## config.mk

```make
export PLATFORM = sky130hd
export DESIGN_NAME = neuron_mac_ctrl
export DESIGN_NICKNAME = d
export VERILOG_FILES = /design/src/rtl/neuron_mac_ctrl.sv
export SDC_FILE = /design/constraint.sdc
export NUM_CORES = 1
export LEC_CHECK = 0
export ABC_AREA = 1
export CAP_MARGIN = 5
export CELL_PAD_IN_SITES_DETAIL_PLACEMENT = 2
export CELL_PAD_IN_SITES_GLOBAL_PLACEMENT = 2
export CORE_MARGIN = 2
export CORE_UTILIZATION = 25
export DETAILED_ROUTE_END_ITERATION = 8
export HOLD_SLACK_MARGIN = 0.05
export PLACE_DENSITY = 0.78
export SLEW_MARGIN = 20
export SYNTH_ARGS = -nofsm -noshare
export SYNTH_HDL_FRONTEND = slang
export SYNTH_SLANG_ARGS = --single-unit
```

## constraint.sdc

```tcl
create_clock -name clk -period 2.8 [get_ports clk]
set_clock_uncertainty 0.2 [all_clocks]
set_input_delay 0.28 -clock clk [delete_from_list [all_inputs] [get_ports clk]]
set_output_delay 0.28 -clock clk [all_outputs]
set_load 0.02 [all_outputs]
```

## src/rtl/neuron_mac_ctrl.sv

```systemverilog
`default_nettype none
// ============================================================================
//  Module   : neuron_mac_ctrl
//  Purpose  : Sequences one neuron evaluation over N_INPUTS (x, weight) pairs
//             through an external combinational multiplier.  Each RUN cycle
//             fetches one pair, forwards it to the multiplier, and adds the
//             Q1.7 product into a full-width signed accumulator.  After the
//             last pair the accumulator is saturated to 8 bits and presented
//             on result with a one-cycle done pulse.
//
//  Parameters
//    N_INPUTS : number of (x, weight) pairs per evaluation, 1..16
//    ACC_W    : signed accumulator width, >= 8 + clog2(N_INPUTS)
//
//  Ports
//    clk     in   rising-edge clock
//    rst_n   in   asynchronous active-low reset
//    start   in   begin an evaluation (only looked at in IDLE)
//    in_idx  out  index of the pair currently fetched
//    x_in    in   Q1.7 input value for in_idx
//    w_in    in   Q1.7 weight for in_idx
//    mul_x   out  multiplier x operand (0 outside RUN)
//    mul_w   out  multiplier weight operand (0 outside RUN)
//    mul_p   in   multiplier product, Q1.7 (product bits [14:7])
//    busy    out  high in RUN and DONE
//    done    out  one-cycle pulse, result valid
//    result  out  saturated neuron output, Q1.7
//
//  Build option
//    NEURON_RELU_EN : when defined, negative results are clamped to 0.
//
//  Revision : 1.0  initial release
// ============================================================================
module neuron_mac_ctrl #(
    parameter int N_INPUTS = 4,
    parameter int ACC_W    = 12,
    localparam int IDX_W   = (N_INPUTS > 1) ? $clog2(N_INPUTS) : 1
) (
    input  logic                clk,
    input  logic                rst_n,
    input  logic                start,
    output logic [IDX_W-1:0]    in_idx,
    input  logic signed [7:0]   x_in,
    input  logic signed [7:0]   w_in,
    output logic signed [7:0]   mul_x,
    output logic signed [7:0]   mul_w,
    input  logic signed [7:0]   mul_p,
    output logic                busy,
    output logic                done,
    output logic signed [7:0]   result
);

    // ------------------------------------------------------------------
    // Elaboration-time parameter sanity
    // ------------------------------------------------------------------
    generate
        if (N_INPUTS < 1 || N_INPUTS > 16) begin : g_bad_n_inputs
            $error("neuron_mac_ctrl: N_INPUTS must be in 1..16");
        end
        if (ACC_W < 8 + $clog2(N_INPUTS)) begin : g_bad_acc_w
            $error("neuron_mac_ctrl: ACC_W too narrow for N_INPUTS");
        end
    endgenerate

    localparam logic [IDX_W-1:0]        c_last_idx = IDX_W'(N_INPUTS - 1);
    localparam logic signed [ACC_W-1:0] c_sat_max  = ACC_W'(127);
    localparam logic signed [ACC_W-1:0] c_sat_min  = -(ACC_W'(128));

    typedef enum logic [1:0] {
        S_IDLE = 2'd0,
        S_RUN  = 2'd1,
        S_DONE = 2'd2
    } state_t;

    state_t                     r_state;
    state_t                     w_state_next;
    logic signed [ACC_W-1:0]    r_acc;
    logic [IDX_W-1:0]           r_in_idx;
    logic signed [7:0]          r_result;

    logic signed [ACC_W-1:0]    w_p_ext;
    logic signed [ACC_W-1:0]    w_acc_next;
    logic signed [7:0]          w_sat;
    logic signed [7:0]          w_result_next;
    logic                       w_last;

    // ------------------------------------------------------------------
    // Datapath: sign-extend the product and accumulate at full width so
    // intermediate sums may exceed 8 bits; only the final value saturates.
    // ------------------------------------------------------------------
    assign w_p_ext    = ACC_W'(mul_p);
    assign w_acc_next = r_acc + w_p_ext;
    assign w_last     = (r_in_idx == c_last_idx);

    always_comb begin
        w_sat = w_acc_next[7:0];
        if (w_acc_next > c_sat_max) begin
            w_sat = 8'sd127;
        end else if (w_acc_next < c_sat_min) begin
            w_sat = -8'sd128;
        end
    end

`ifdef NEURON_RELU_EN
    assign w_result_next = w_sat[7] ? 8'sd0 : w_sat;
`else
    assign w_result_next = w_sat;
`endif

    // ------------------------------------------------------------------
    // FSM state register
    // ------------------------------------------------------------------
    always_ff @(posedge clk or negedge rst_n) begin
        if (!rst_n) begin
            r_state <= S_IDLE;
        end else begin
            r_state <= w_state_next;
        end
    end

    // ------------------------------------------------------------------
    // FSM next state and state-decoded outputs
    // ------------------------------------------------------------------
    always_comb begin
        w_state_next = r_state;
        busy         = 1'b0;
        done         = 1'b0;
        mul_x        = 8'sd0;
        mul_w        = 8'sd0;
        case (r_state)
            S_IDLE: begin
                if (start) begin
                    w_state_next = S_RUN;
                end
            end
            S_RUN: begin
                busy  = 1'b1;
                mul_x = x_in;
                mul_w = w_in;
                if (w_last) begin
                    w_state_next = S_DONE;
                end
            end
            S_DONE: begin
                // start is deliberately not looked at here: a new
                // evaluation must be requested from IDLE.
                busy         = 1'b1;
                done         = 1'b1;
                w_state_next = S_IDLE;
            end
            default: begin
                w_state_next = S_IDLE;
            end
        endcase
    end

    // ------------------------------------------------------------------
    // Accumulator, fetch index and result registers
    // ------------------------------------------------------------------
    always_ff @(posedge clk or negedge rst_n) begin
        if (!rst_n) begin
            r_acc    <= '0;
            r_in_idx <= '0;
            r_result <= 8'sd0;
        end else begin
            case (r_state)
                S_IDLE: begin
                    if (start) begin
                        r_acc    <= '0;
                        r_in_idx <= '0;
                    end
                end
                S_RUN: begin
                    r_acc <= w_acc_next;
                    if (w_last) begin
                        // Result is taken from the final sum on the same
                        // edge that enters DONE, then held until the next.
                        r_in_idx <= '0;
                        r_result <= w_result_next;
                    end else begin
                        r_in_idx <= r_in_idx + 1'b1;
                    end
                end
                default: begin
                end
            endcase
        end
    end

    assign in_idx = r_in_idx;
    assign result = r_result;

endmodule
`default_nettype wire

```

==> qor.txt <==
Status = finished, final reports clean
Wire length on met3 = 321 um
Worst Setup Start Kind = flop
WP data arrival = 2.08 ns
TritonCTS buffer count = 3
Clock Latency Late Sink = 0.28 ns
TNS Setup = 0 ns
CP required = 2.32 ns
Post-Route WL = 6210 um
TritonCTS clock tree = done
Bufs and invs on worst path = 3
Routed len/inst = 14.4 um
Post-DP Area = 0.00257 mm2
Part of the cycle the worst path needs = 91.3%
Core area = 0.00729 mm2
First-pass GRT wire length = 10600 um
Synthesized cell area = 0.00189 mm2
Endpoints failing hold = 0
Worst R2R Start = r_acc[0]
Crit path top cell by count = inv_1
Max incr delay on CP = 0.60 ns
Relative slew slack = 63.7%
Hold slack = 0.171 ns
Largest net degree at the start of global routing = 25
Top Metal Used = met4
RSZ-0062 raised after global routing = no
CP startpoint = r_state[1]
Initial Util = 25.9%
Final setup fails = 0
Final instance area = 0.00264 mm2
Iteration-0 DRC Markers = 44
Layout Utilization = 36.3%
CP max-delay cell = clkdlybuf4s50_1
Residual DRC count = 0
GR Overflow Total = 0
Synthesized instance count = 274
Max frequency = 391 MHz
Syn Area/Cell = 6.90 um2
Worst Max-Slew Pin Slew = 0.545 ns
Worst setup EP type = primary output
Crit path max-delay family = buffers and inverters
Kind of critical path = reg -> out
Post-CTS Setup Inserts = 0
Total power = 0.00278 W
PortBufs = 54
Via count = 1965
Syn Nets = 317
Vias per cell = 4.56
IO Count = 55
Area growth syn-to-layout = 39.8%
Fill count = 878
Synth unique cells = 29
Yosys reg bits = 24
Pwr Density = 1050 mW/mm2
Full die area = 0.00827 mm2
GR Util All Layers = 15.9%
Row count = 31
CTS sink count = 24
Drt first pass iters = 6
# diodes = 0
Yosys Warn Count = 0
Clock root buffer = clkbuf_8
Die W = 91.0 um
Fraction of layout cells with a size suffix above 1 = 8.43%
CP cell instances = inv_1 -> ha_1 -> nand2_1 -> inv_1 -> clkdlybuf4s50_1
Global placer's final weighted congestion = 0.762
Max rail drop VDD = 0.285 mV
Maximum fanout along the worst path = 17
DRT antenna net count = 0
Class of the tightest hold or removal check = in -> async
Tmin final = 2.56 ns
Commonest non-fill, non-tap cells in the layout = 80 x nand2_1, 56 x inv_1, 54 x clkdlybuf4s50_1
CTS H-tree lvls = 1
WL met1 = 2740 um
Max-slew violation count = 0
Vias in the first global route = 2285
Commonest non-fill, non-tap cell in the layout = nand2_1
Initial antenna violation count = 0
# nets final = 376
Sequential element share of the synthesized area = 31.8%
DR WL met2 = 3100 um
Leak pwr = 1.39 nW
Detailed-placement wirelength estimate = 5190 um
CTS max path bufs = 2
Chip Height = 91.0 um
Clk pin slew, worst setup/hold paths = 0.10 ns
MaxCap Viol Count = 0
==> area by class of cell <==
cell class                 instances  area, um2  area share (%)
clock buffer                       3       41.3            1.56
multi-input combinational        188       1060            39.9
timing repair buffer              59        578            21.9
clock inverter                     1       30.0            1.14
inverter                          57        214            8.09
sequential                        24        601            22.7
tap                               99        124            4.69
==> stage by stage <==
step,setup WS [ns],std cells
5_1_grt,0.000218,431
6_report,0.243,431
4_1_cts,0.146,431
2_1_floorplan,0.680,274
3_5_place_dp,-0.102,427
3_3_place_gp,-0.0154,427
==> worst paths after layout <==
check	depth (start not counted)	to	slack (ns)
hold / removal	2	r_acc[9]	0.17
hold reg to reg	2	result[0]	0.31
setup reg to reg	12	result[5]	0.29
max in group asynchronous	2	result[0]	1.98
setup / recovery	5	mul_x[5]	0.24
min in group clk	2	result[0]	0.31
==> kinds of logic (layout without fill, tap and decap cells) <==
kind of cell / count (synthesis) / after routing / share of synthesized area, %
AND/OR/NAND/NOR: 131 / 131 / 30.4
buffers and inverters: 62 / 120 / 12.4
AO/OA/AOI/OAI: 33 / 33 / 9.93
flip-flops: 24 / 24 / 31.8
adder cells (fa/ha/maj): 16 / 16 / 11.0
XOR/XNOR: 8 / 8 / 4.50
==> worst reg2reg max path, stage by stage, from the launching register on <==
cell and delay, ns:
dfrtp_1 0.40, ha_1 0.25, fa_1 0.47, nand2_1 0.09
nand2_1 0.09, nand3_2 0.11, nand3_1 0.09, nand2_1 0.13
nand3_1 0.12, nor2_1 0.13, nor2_1 0.07, nor2_4 0.15
a21oi_1 0.09
==> cell usage after synthesis <==
cell      count  area share [%]
a21oi_1       9             2.4
a21oi_2       2            0.93
buf_2         1            0.26
clkbuf_1      4            0.79
dfrtp_1      24              32
fa_1          1             1.1
ha_1         15             9.9
inv_1        56              11
inv_2         1            0.20
nand2_1      80              16
nand2_2       6             2.0
nand3_1      16             4.2
nand3_2       3             1.6
nand3b_1      1            0.40
nand4_1       3            0.99
nor2_1       16             3.2
nor2_2        1            0.33
nor2_4        1            0.60
nor3_1        1            0.26
o21a_1        1            0.40
o21ai_0      13             3.4
o21ai_2       1            0.46
o22ai_1       7             2.3
or2_1         1            0.33
or2_2         2            0.66
xnor2_1       2            0.93
xnor2_2       1            0.86
xor2_1        4             1.9
xor2_2        1            0.86
==> where the power goes <==
part	internal (W)	switching, W	total, W
combinational	0.000737	0.00113	0.00187
sequential	0.000492	0.0000986	0.000591
clock	0.000191	0.000129	0.000321
total	0.00142	0.00136	0.00278
==> state kept, by name, indices dropped and copies added, names as in the netlist <==
register and flops:
in_idx 2, result 8, r_state 2, r_acc 12
==> metal layers <==
layer  GRT usage (%)  vias to the layer above
met5               0                        -
li1                -                      960
met3            3.57                        4
met4            3.03                        0
met1            18.2                      952
met2            30.1                       49
==> repair_timing <==
item / CTS / global route
endpoints found under the setup margin: 0 / 2
hold buffers: 0 / 0
resized for setup: 0 / 1
No activity file was read; power rests on OpenSTA's default activity.
